`src/rtl/ahb_decoder_mux_sn_if.sv`:
```
// rtl/ahb_decoder_mux_sn_if.sv - AHB decoder/mux bus bundle: address phase, slave responses, shared response, error capture
interface ahb_decoder_mux_sn_if #(
    parameter int P_NUM   = 3,
    parameter int P_DW    = 32,
    parameter int P_CNT_W = 8
);
    logic [31:0]           haddr;
    logic [1:0]            htrans;
    logic                  remap;
    logic [P_NUM-1:0]      hsel;
    logic                  hseld;
    logic [P_NUM*P_DW-1:0] hrdata_s;
    logic [P_NUM-1:0]      hreadyout_s;
    logic [2*P_NUM-1:0]    hresp_s;
    logic [P_DW-1:0]       hrdata;
    logic                  hready;
    logic [1:0]            hresp;
    logic [31:0]           err_addr;
    logic [P_CNT_W-1:0]    err_cnt;

    modport slave (
        input  haddr, htrans, remap, hrdata_s, hreadyout_s, hresp_s,
        output hsel, hseld, hrdata, hready, hresp, err_addr, err_cnt
    );

    modport master (
        output haddr, htrans, remap, hrdata_s, hreadyout_s, hresp_s,
        input  hsel, hseld, hrdata, hready, hresp, err_addr, err_cnt
    );
endinterface

```
`src/rtl/ahb_decoder_mux_sn.sv`:
```
// rtl/ahb_decoder_mux_sn.sv - AHB address decoder, data-phase response mux and built-in ERROR default slave
module ahb_decoder_mux_sn #(
    parameter int                    P_NUM        = 3,
    parameter int                    P_DW         = 32,
    parameter logic [16*P_NUM-1:0]   P_ADDR_START = {16'h0020, 16'h0010, 16'h0000},
    parameter logic [16*P_NUM-1:0]   P_ADDR_SIZE  = {16'h0010, 16'h0010, 16'h0010},
    parameter int                    P_CNT_W      = 8
) (
    input  logic                hclk,
    input  logic                hreset,
    ahb_decoder_mux_sn_if.slave bus
);
    localparam logic [1:0] RESP_OKAY  = 2'b00;
    localparam logic [1:0] RESP_ERROR = 2'b01;

    typedef enum logic [1:0] {S_IDLE, S_ERR1, S_ERR2} state_t;

    state_t             state;
    logic               def_ready;
    logic [1:0]         def_resp;
    logic [P_NUM:0]     sel_q;
    logic [P_NUM-1:0]   hit_raw;
    logic [P_NUM-1:0]   hit_sw;
    logic [P_NUM-1:0]   hsel_c;
    logic               hseld_c;
    logic               hready_c;
    logic               err_enter;
    logic [15:0]        a;

    // End bound is formed in 17 bits so a region reaching 16'hFFFF does not wrap.
    always_comb begin
        a = bus.haddr[31:16];
        for (int i = 0; i < P_NUM; i++) begin
            hit_raw[i] = (P_ADDR_SIZE[16*i +: 16] != 16'd0)
                      && (a >= P_ADDR_START[16*i +: 16])
                      && ({1'b0, a} <= ({1'b0, P_ADDR_START[16*i +: 16]}
                                       + {1'b0, P_ADDR_SIZE[16*i +: 16]} - 17'd1));
        end
    end

    generate
        if (P_NUM >= 2) begin : g_remap
            always_comb begin
                hit_sw = hit_raw;
                if (bus.remap) begin
                    hit_sw[0] = hit_raw[1];
                    hit_sw[1] = hit_raw[0];
                end
            end
        end else begin : g_no_remap
            assign hit_sw = hit_raw;
        end
    endgenerate

    // Lowest index wins on overlap, keeping hsel one-hot or zero.
    always_comb begin
        hsel_c = '0;
        for (int i = P_NUM - 1; i >= 0; i--) begin
            if (hit_sw[i]) begin
                hsel_c    = '0;
                hsel_c[i] = 1'b1;
            end
        end
        hseld_c = ~|hit_sw;
    end

    always_comb begin
        bus.hrdata = '0;
        hready_c   = def_ready;
        bus.hresp  = def_resp;
        for (int i = 0; i < P_NUM; i++) begin
            if (sel_q[i]) begin
                bus.hrdata = bus.hrdata_s[i*P_DW +: P_DW];
                hready_c   = bus.hreadyout_s[i];
                bus.hresp  = bus.hresp_s[2*i +: 2];
            end
        end
    end

    assign bus.hsel   = hsel_c;
    assign bus.hseld  = hseld_c;
    assign bus.hready = hready_c;

    // ERR1 always holds the bus, so a new unmapped NONSEQ/SEQ is only accepted from IDLE or ERR2.
    assign err_enter = hready_c && hseld_c && bus.htrans[1] && (state != S_ERR1);

    always_ff @(posedge hclk) begin
        if (hreset) begin
            state        <= S_IDLE;
            def_ready    <= 1'b1;
            def_resp     <= RESP_OKAY;
            sel_q        <= {1'b1, {P_NUM{1'b0}}};
            bus.err_addr <= '0;
            bus.err_cnt  <= '0;
        end else begin
            if (hready_c) begin
                sel_q <= {hseld_c, hsel_c};
            end
            if (err_enter) begin
                state        <= S_ERR1;
                def_ready    <= 1'b0;
                def_resp     <= RESP_ERROR;
                bus.err_addr <= bus.haddr;
                if (bus.err_cnt != {P_CNT_W{1'b1}}) begin
                    bus.err_cnt <= bus.err_cnt + 1'b1;
                end
            end else if (state == S_ERR1) begin
                state     <= S_ERR2;
                def_ready <= 1'b1;
                def_resp  <= RESP_ERROR;
            end else begin
                state     <= S_IDLE;
                def_ready <= 1'b1;
                def_resp  <= RESP_OKAY;
            end
        end
    end
endmodule

```
`src/flat_wrapper.sv`:
```
// flat-port wrapper written by rule: the top's interface ports become plain ports
module ahb_decoder_mux_sn_flat 
#(
    parameter int                    P_NUM        = 3,
    parameter int                    P_DW         = 32,
    parameter logic [16*P_NUM-1:0]   P_ADDR_START = {16'h0020, 16'h0010, 16'h0000},
    parameter logic [16*P_NUM-1:0]   P_ADDR_SIZE  = {16'h0010, 16'h0010, 16'h0010},
    parameter int                    P_CNT_W      = 8
)
  (hclk, hreset, bus_haddr, bus_htrans, bus_remap, bus_hrdata_s, bus_hreadyout_s, bus_hresp_s, bus_hsel, bus_hseld, bus_hrdata, bus_hready, bus_hresp, bus_err_addr, bus_err_cnt);
  ahb_decoder_mux_sn_if #(.P_NUM(P_NUM), .P_DW(P_DW), .P_CNT_W(P_CNT_W)) bus_i ();
  input  logic hclk;
  input  logic hreset;
  input wire logic [$bits(bus_i.haddr)-1:0] bus_haddr;
  input wire logic [$bits(bus_i.htrans)-1:0] bus_htrans;
  input wire logic [$bits(bus_i.remap)-1:0] bus_remap;
  input wire logic [$bits(bus_i.hrdata_s)-1:0] bus_hrdata_s;
  input wire logic [$bits(bus_i.hreadyout_s)-1:0] bus_hreadyout_s;
  input wire logic [$bits(bus_i.hresp_s)-1:0] bus_hresp_s;
  output wire logic [$bits(bus_i.hsel)-1:0] bus_hsel;
  output wire logic [$bits(bus_i.hseld)-1:0] bus_hseld;
  output wire logic [$bits(bus_i.hrdata)-1:0] bus_hrdata;
  output wire logic [$bits(bus_i.hready)-1:0] bus_hready;
  output wire logic [$bits(bus_i.hresp)-1:0] bus_hresp;
  output wire logic [$bits(bus_i.err_addr)-1:0] bus_err_addr;
  output wire logic [$bits(bus_i.err_cnt)-1:0] bus_err_cnt;
  assign bus_i.haddr = bus_haddr;
  assign bus_i.htrans = bus_htrans;
  assign bus_i.remap = bus_remap;
  assign bus_i.hrdata_s = bus_hrdata_s;
  assign bus_i.hreadyout_s = bus_hreadyout_s;
  assign bus_i.hresp_s = bus_hresp_s;
  assign bus_hsel = bus_i.hsel;
  assign bus_hseld = bus_i.hseld;
  assign bus_hrdata = bus_i.hrdata;
  assign bus_hready = bus_i.hready;
  assign bus_hresp = bus_i.hresp;
  assign bus_err_addr = bus_i.err_addr;
  assign bus_err_cnt = bus_i.err_cnt;
  ahb_decoder_mux_sn #(.P_NUM(P_NUM), .P_DW(P_DW), .P_ADDR_START(P_ADDR_START), .P_ADDR_SIZE(P_ADDR_SIZE), .P_CNT_W(P_CNT_W)) u_core (.hclk(hclk), .hreset(hreset), .bus(bus_i));
endmodule
```
`config.mk`:
```
export PLATFORM = sky130hd
export DESIGN_NAME = ahb_decoder_mux_sn_flat
export DESIGN_NICKNAME = d
export VERILOG_FILES = /design/src/rtl/ahb_decoder_mux_sn_if.sv /design/src/rtl/ahb_decoder_mux_sn.sv /design/src/flat_wrapper.sv
export SDC_FILE = /design/constraint.sdc
export NUM_CORES = 1
export LEC_CHECK = 0
export BUFFER_PORTS_ARGS = -buffer_cell sky130_fd_sc_hd__buf_2
export CAP_MARGIN = 20
export CELL_PAD_IN_SITES_DETAIL_PLACEMENT = 0
export CELL_PAD_IN_SITES_GLOBAL_PLACEMENT = 1
export CORE_AREA = 2 2 96 121
export CTS_CLUSTER_DIAMETER = 80
export CTS_CLUSTER_SIZE = 14
export DETAILED_ROUTE_END_ITERATION = 16
export DIE_AREA = 0 0 98 123
export GPL_ROUTABILITY_DRIVEN = 0
export PLACE_DENSITY = 0.74
export SYNTH_ARGS = -nofsm -noshare
export SYNTH_HDL_FRONTEND = slang
export SYNTH_SLANG_ARGS = --single-unit
```
`constraint.sdc`:
```
create_clock -name hclk -period 2.3 [get_ports hclk]
set_clock_uncertainty 0.1 [all_clocks]
set_input_delay 0.575 -clock hclk [delete_from_list [all_inputs] [get_ports hclk]]
set_output_delay 0.575 -clock hclk [all_outputs]
set_load 0.005 [all_outputs]
```
==> summary.txt <==
DIE
----------------------------------------------------------------------------------------
Row cnt                                                                               43
Num ports                                                                            221
Core Footprint                                                                 10900 um2
Die Outline Area                                                               12100 um2
Die Height                                                                        123 um
Horiz. Die Dim                                                                     98 um
Starting utilization of the core area                                              23.3%

PLACED DESIGN
----------------------------------------------------------------------------------------
Placed Instances                                                                     697
HPWL after detailed placement                                                    8440 um
Port bufs                                                                            219
Worst slack, placed                                                            -0.139 ns
Placed cell area                                                                3900 um2

DRT
----------------------------------------------------------------------------------------
Routed wl met2                                                                   5390 um
First DRT Iteration DRCs                                                              69
Met1 routed wirelength after detailed routing                                    3830 um
Vias per inst                                                                       4.77
Number of nets with antenna violations after routing                                   0
Number of search-and-repair iterations in the first detailed-routing pass              4
Total wire length after detailed routing                                        10800 um
Total length of routed met3 wires                                                1180 um
DR DRC count                                                                           0
Post-detailed-route wirelength per cell                                          15.2 um
Uppermost signal routing layer after detailed routing                               met5
Total via count in the routed design                                                3395

GRT
----------------------------------------------------------------------------------------
Maximum number of pins on one net before global-route repair                          65
Antenna violations before repair                                                       6
Number of global-route vias before repair                                           3256
Total overflow reported by the global router                                           0
Total global routing track utilization                                             16.8%
Wire length of the first global-routing pass                                    16100 um

CTS
----------------------------------------------------------------------------------------
Clk root buf                                                                sky130_fd_sc_hd__clkbuf_16
Clock latency of the later-clocked register in the worst-skew pair               0.28 ns
Number of buffers created by CTS                                                       5
Clock Path Buffers                                                                     2
TritonCTS Sinks                                                                       47
Clock tree from TritonCTS                                                           done
Register clock-pin slew on the reported worst setup and hold paths               0.06 ns
Number of H-tree levels                                                                2

MIN PATH
----------------------------------------------------------------------------------------
Instance count along the most critical hold path                                       2
Hold WC Path Type                                                                reg2reg

SYNTHESIS
----------------------------------------------------------------------------------------
Mean area per synthesized cell                                                  7.27 um2
Sequential fraction of the synthesis area                                          37.0%
Area share of fa/ha/maj cells after synthesis                                     0.491%
Share of synthesized registers carrying an async set or reset                         0%
Synth Area in XOR/XNOR                                                            0.344%
Number of enable-type register cells in the synthesized netlist                        0
Synthesized-area fraction occupied by ao, oa, aoi and oai cells                    29.0%
Yosys warning count                                                                    0
Primary FF master, synth                                                    sky130_fd_sc_hd__dfxtp_1
Post-synthesis mux area share                                                      3.14%
Seq cells post-synth                                                                  47
Gate count after technology mapping                                                  350
Number of different library cells in the post-synthesis netlist                       38
Post-Synth Simple-Gate Area                                                        24.8%
Main combinational cell family by area after synthesis                      compound AO/OA/AOI/OAI gates
Cell area after synthesis                                                       2550 um2
Post-Syn Nets                                                                        493

CELLS AND AREA
----------------------------------------------------------------------------------------
Highest-count cells in the layout ignoring fill and taps                    sky130_fd_sc_hd__buf_2, sky130_fd_sc_hd__nand2_1, sky130_fd_sc_hd__dfxtp_1
Total of fill cells in the finished design                                          1162
Final Net Count                                                                      717
Non-filler cells in the finished layout                                              712
Fraction of layout instances using a drive strength above 1                        46.6%
Commonest non-fill, non-tap cell in the layout                              sky130_fd_sc_hd__buf_2
Post-route standard cell area excluding fillers                                 4250 um2
Signed area change from the synthesized netlist to the final layout                67.0%

CRITICAL PATH
----------------------------------------------------------------------------------------
Type of destination of the critical path                                      output pin
Reg2reg setup slack                                                              0.40 ns
Path depth of the worst reg2reg path                                                   5
Element type at the critical path start                                     primary input
Required @ worst endpoint                                                        1.62 ns
Worst setup path category                                                         in2out
CP max FO                                                                              3
CP arrival                                                                       1.62 ns

POWER
----------------------------------------------------------------------------------------
Relative contribution of combinational cells to total power                        21.4%
IR Drop Worst-Case VDD                                                          0.437 mV
Switching power of the nets                                                       589 uW
Leakage power of the design                                                      2.01 nW
Clock power share                                                                  39.9%
Internal power of the cells                                                      1.73 mW
Part of the power in registers                                                     38.7%
Power per Cell Area                                                           546 nW/um2
Fraction of power spent switching nets                                             25.4%

STA
----------------------------------------------------------------------------------------
RSZ-0062 raised after global routing                                                true
Smallest setup slack after layout                                             0.00909 ns
Setup-failing EPs final                                                                0
Worst slew slack as a fraction of its limit                                        60.5%
Final max-slew violation count                                                         0
Final Hold Viols                                                                       0
Transition time at the pin with the least slew margin                           0.592 ns
Tmin final                                                                       2.29 ns
Setup total negative slack                                                          0 ns
Final period utilization                                                           99.6%
Maximum clock frequency                                                        0.437 GHz

RUN
----------------------------------------------------------------------------------------
Max-cap violations                                                                     0

RUN STATUS
----------------------------------------------------------------------------------------
Result of the run                                                           finished clean

-- layer usage --
metal,vias up,global-route usage [%]
met2,177,30.1
li1,1674,-
met4,6,6.60
met3,28,6.44
met5,-,0
met1,1510,17.7
-- Yosys cell counts (4+ instances only) --
master	count	area (um2)
sky130_fd_sc_hd__nand4_1	4	25.0
sky130_fd_sc_hd__nor2_1	12	45.0
sky130_fd_sc_hd__nand2b_1	4	25.0
sky130_fd_sc_hd__a22oi_1	33	248
sky130_fd_sc_hd__nand2_1	105	394
sky130_fd_sc_hd__inv_1	5	18.8
sky130_fd_sc_hd__clkbuf_1	21	78.8
sky130_fd_sc_hd__o21ai_0	35	175
sky130_fd_sc_hd__a21oi_1	37	185
sky130_fd_sc_hd__nor2b_1	5	31.3
sky130_fd_sc_hd__dfxtp_1	47	941
-- path summary, 6_finish.rpt --
kind                                              from                                   end
setup / recovery                         bus_haddr[23]                           bus_hsel[1]
hold / removal    u_core.bus.err_addr[19]$_SDFFE_PP0P_  u_core.bus.err_addr[19]$_SDFFE_PP0P_
setup reg to reg          u_core.sel_q[0]$_SDFFE_PP0P_    u_core.bus.err_cnt[0]$_SDFFE_PP0P_
hold reg to reg   u_core.bus.err_addr[19]$_SDFFE_PP0P_  u_core.bus.err_addr[19]$_SDFFE_PP0P_
-- metrics by stage --
step           hold WS, ns  total power, mW  utilization, %
2_1_floorplan        0.353             1.12               -
3_3_place_gp         0.339             1.40            35.7
3_5_place_dp         0.344             1.41            35.7
4_1_cts              0.353             2.35            38.0
5_1_grt              0.375             2.45            38.9
6_report             0.352             2.32            38.9
-- worst max-delay path: stages --
cell and delay (ns):
sky130_fd_sc_hd__buf_2 0.12, sky130_fd_sc_hd__nor4_4 0.32, sky130_fd_sc_hd__nand3_2 0.17, sky130_fd_sc_hd__nor3b_2 0.19
sky130_fd_sc_hd__buf_4 0.15, sky130_fd_sc_hd__buf_6 0.09
-- registers in the layout, summed over array words and instances, names as in the netlist --
signal and cells:
u_core.bus.err_addr 32, u_core.def_resp 1, u_core.sel_q 3, u_core.state 2, u_core.def_ready 1, u_core.bus.err_cnt 8
-- cell families after synthesis --
| family | count (synthesis) |
|---|---|
| AO/OA/AOI/OAI | 117 |
| XOR/XNOR | 1 |
| adder cells (fa/ha/maj) | 1 |
| buffers and inverters | 32 |
| flip-flops | 47 |
| multiplexers | 7 |
| AND/OR/NAND/NOR | 145 |
-- cell type report --
cell class | instances | area [um2] | share of cell area (%)
sequential | 47 | 946 | 22.2
timing repair buffer | 244 | 1400 | 33.0
inverter | 5 | 18.8 | 0.441
multi-input combinational | 271 | 1520 | 35.8
antenna | 2 | 5.00 | 0.118
clock inverter | 2 | 60.1 | 1.41
tap | 135 | 169 | 3.97
clock buffer | 6 | 129 | 3.03
-- timing repair --
item	in CTS	in global routing
setup endpoints to repair	25	27
hold buffers	0	0
endpoints found under the hold margin	0	0
buffers inserted	0	3
gates cloned	0	2
pin swaps	3	6
gates resized for setup	13	11
-- power by group through the flow --
stage	clock network [mW]	logic [mW]	registers (mW)
floorplan	0	0.206	0.917
global placement	0	0.482	0.915
detailed placement	0	0.490	0.918
CTS	0.954	0.499	0.900
global route	0.991	0.556	0.905
finish	0.927	0.497	0.899
No activity file was read; power rests on OpenSTA's default activity.
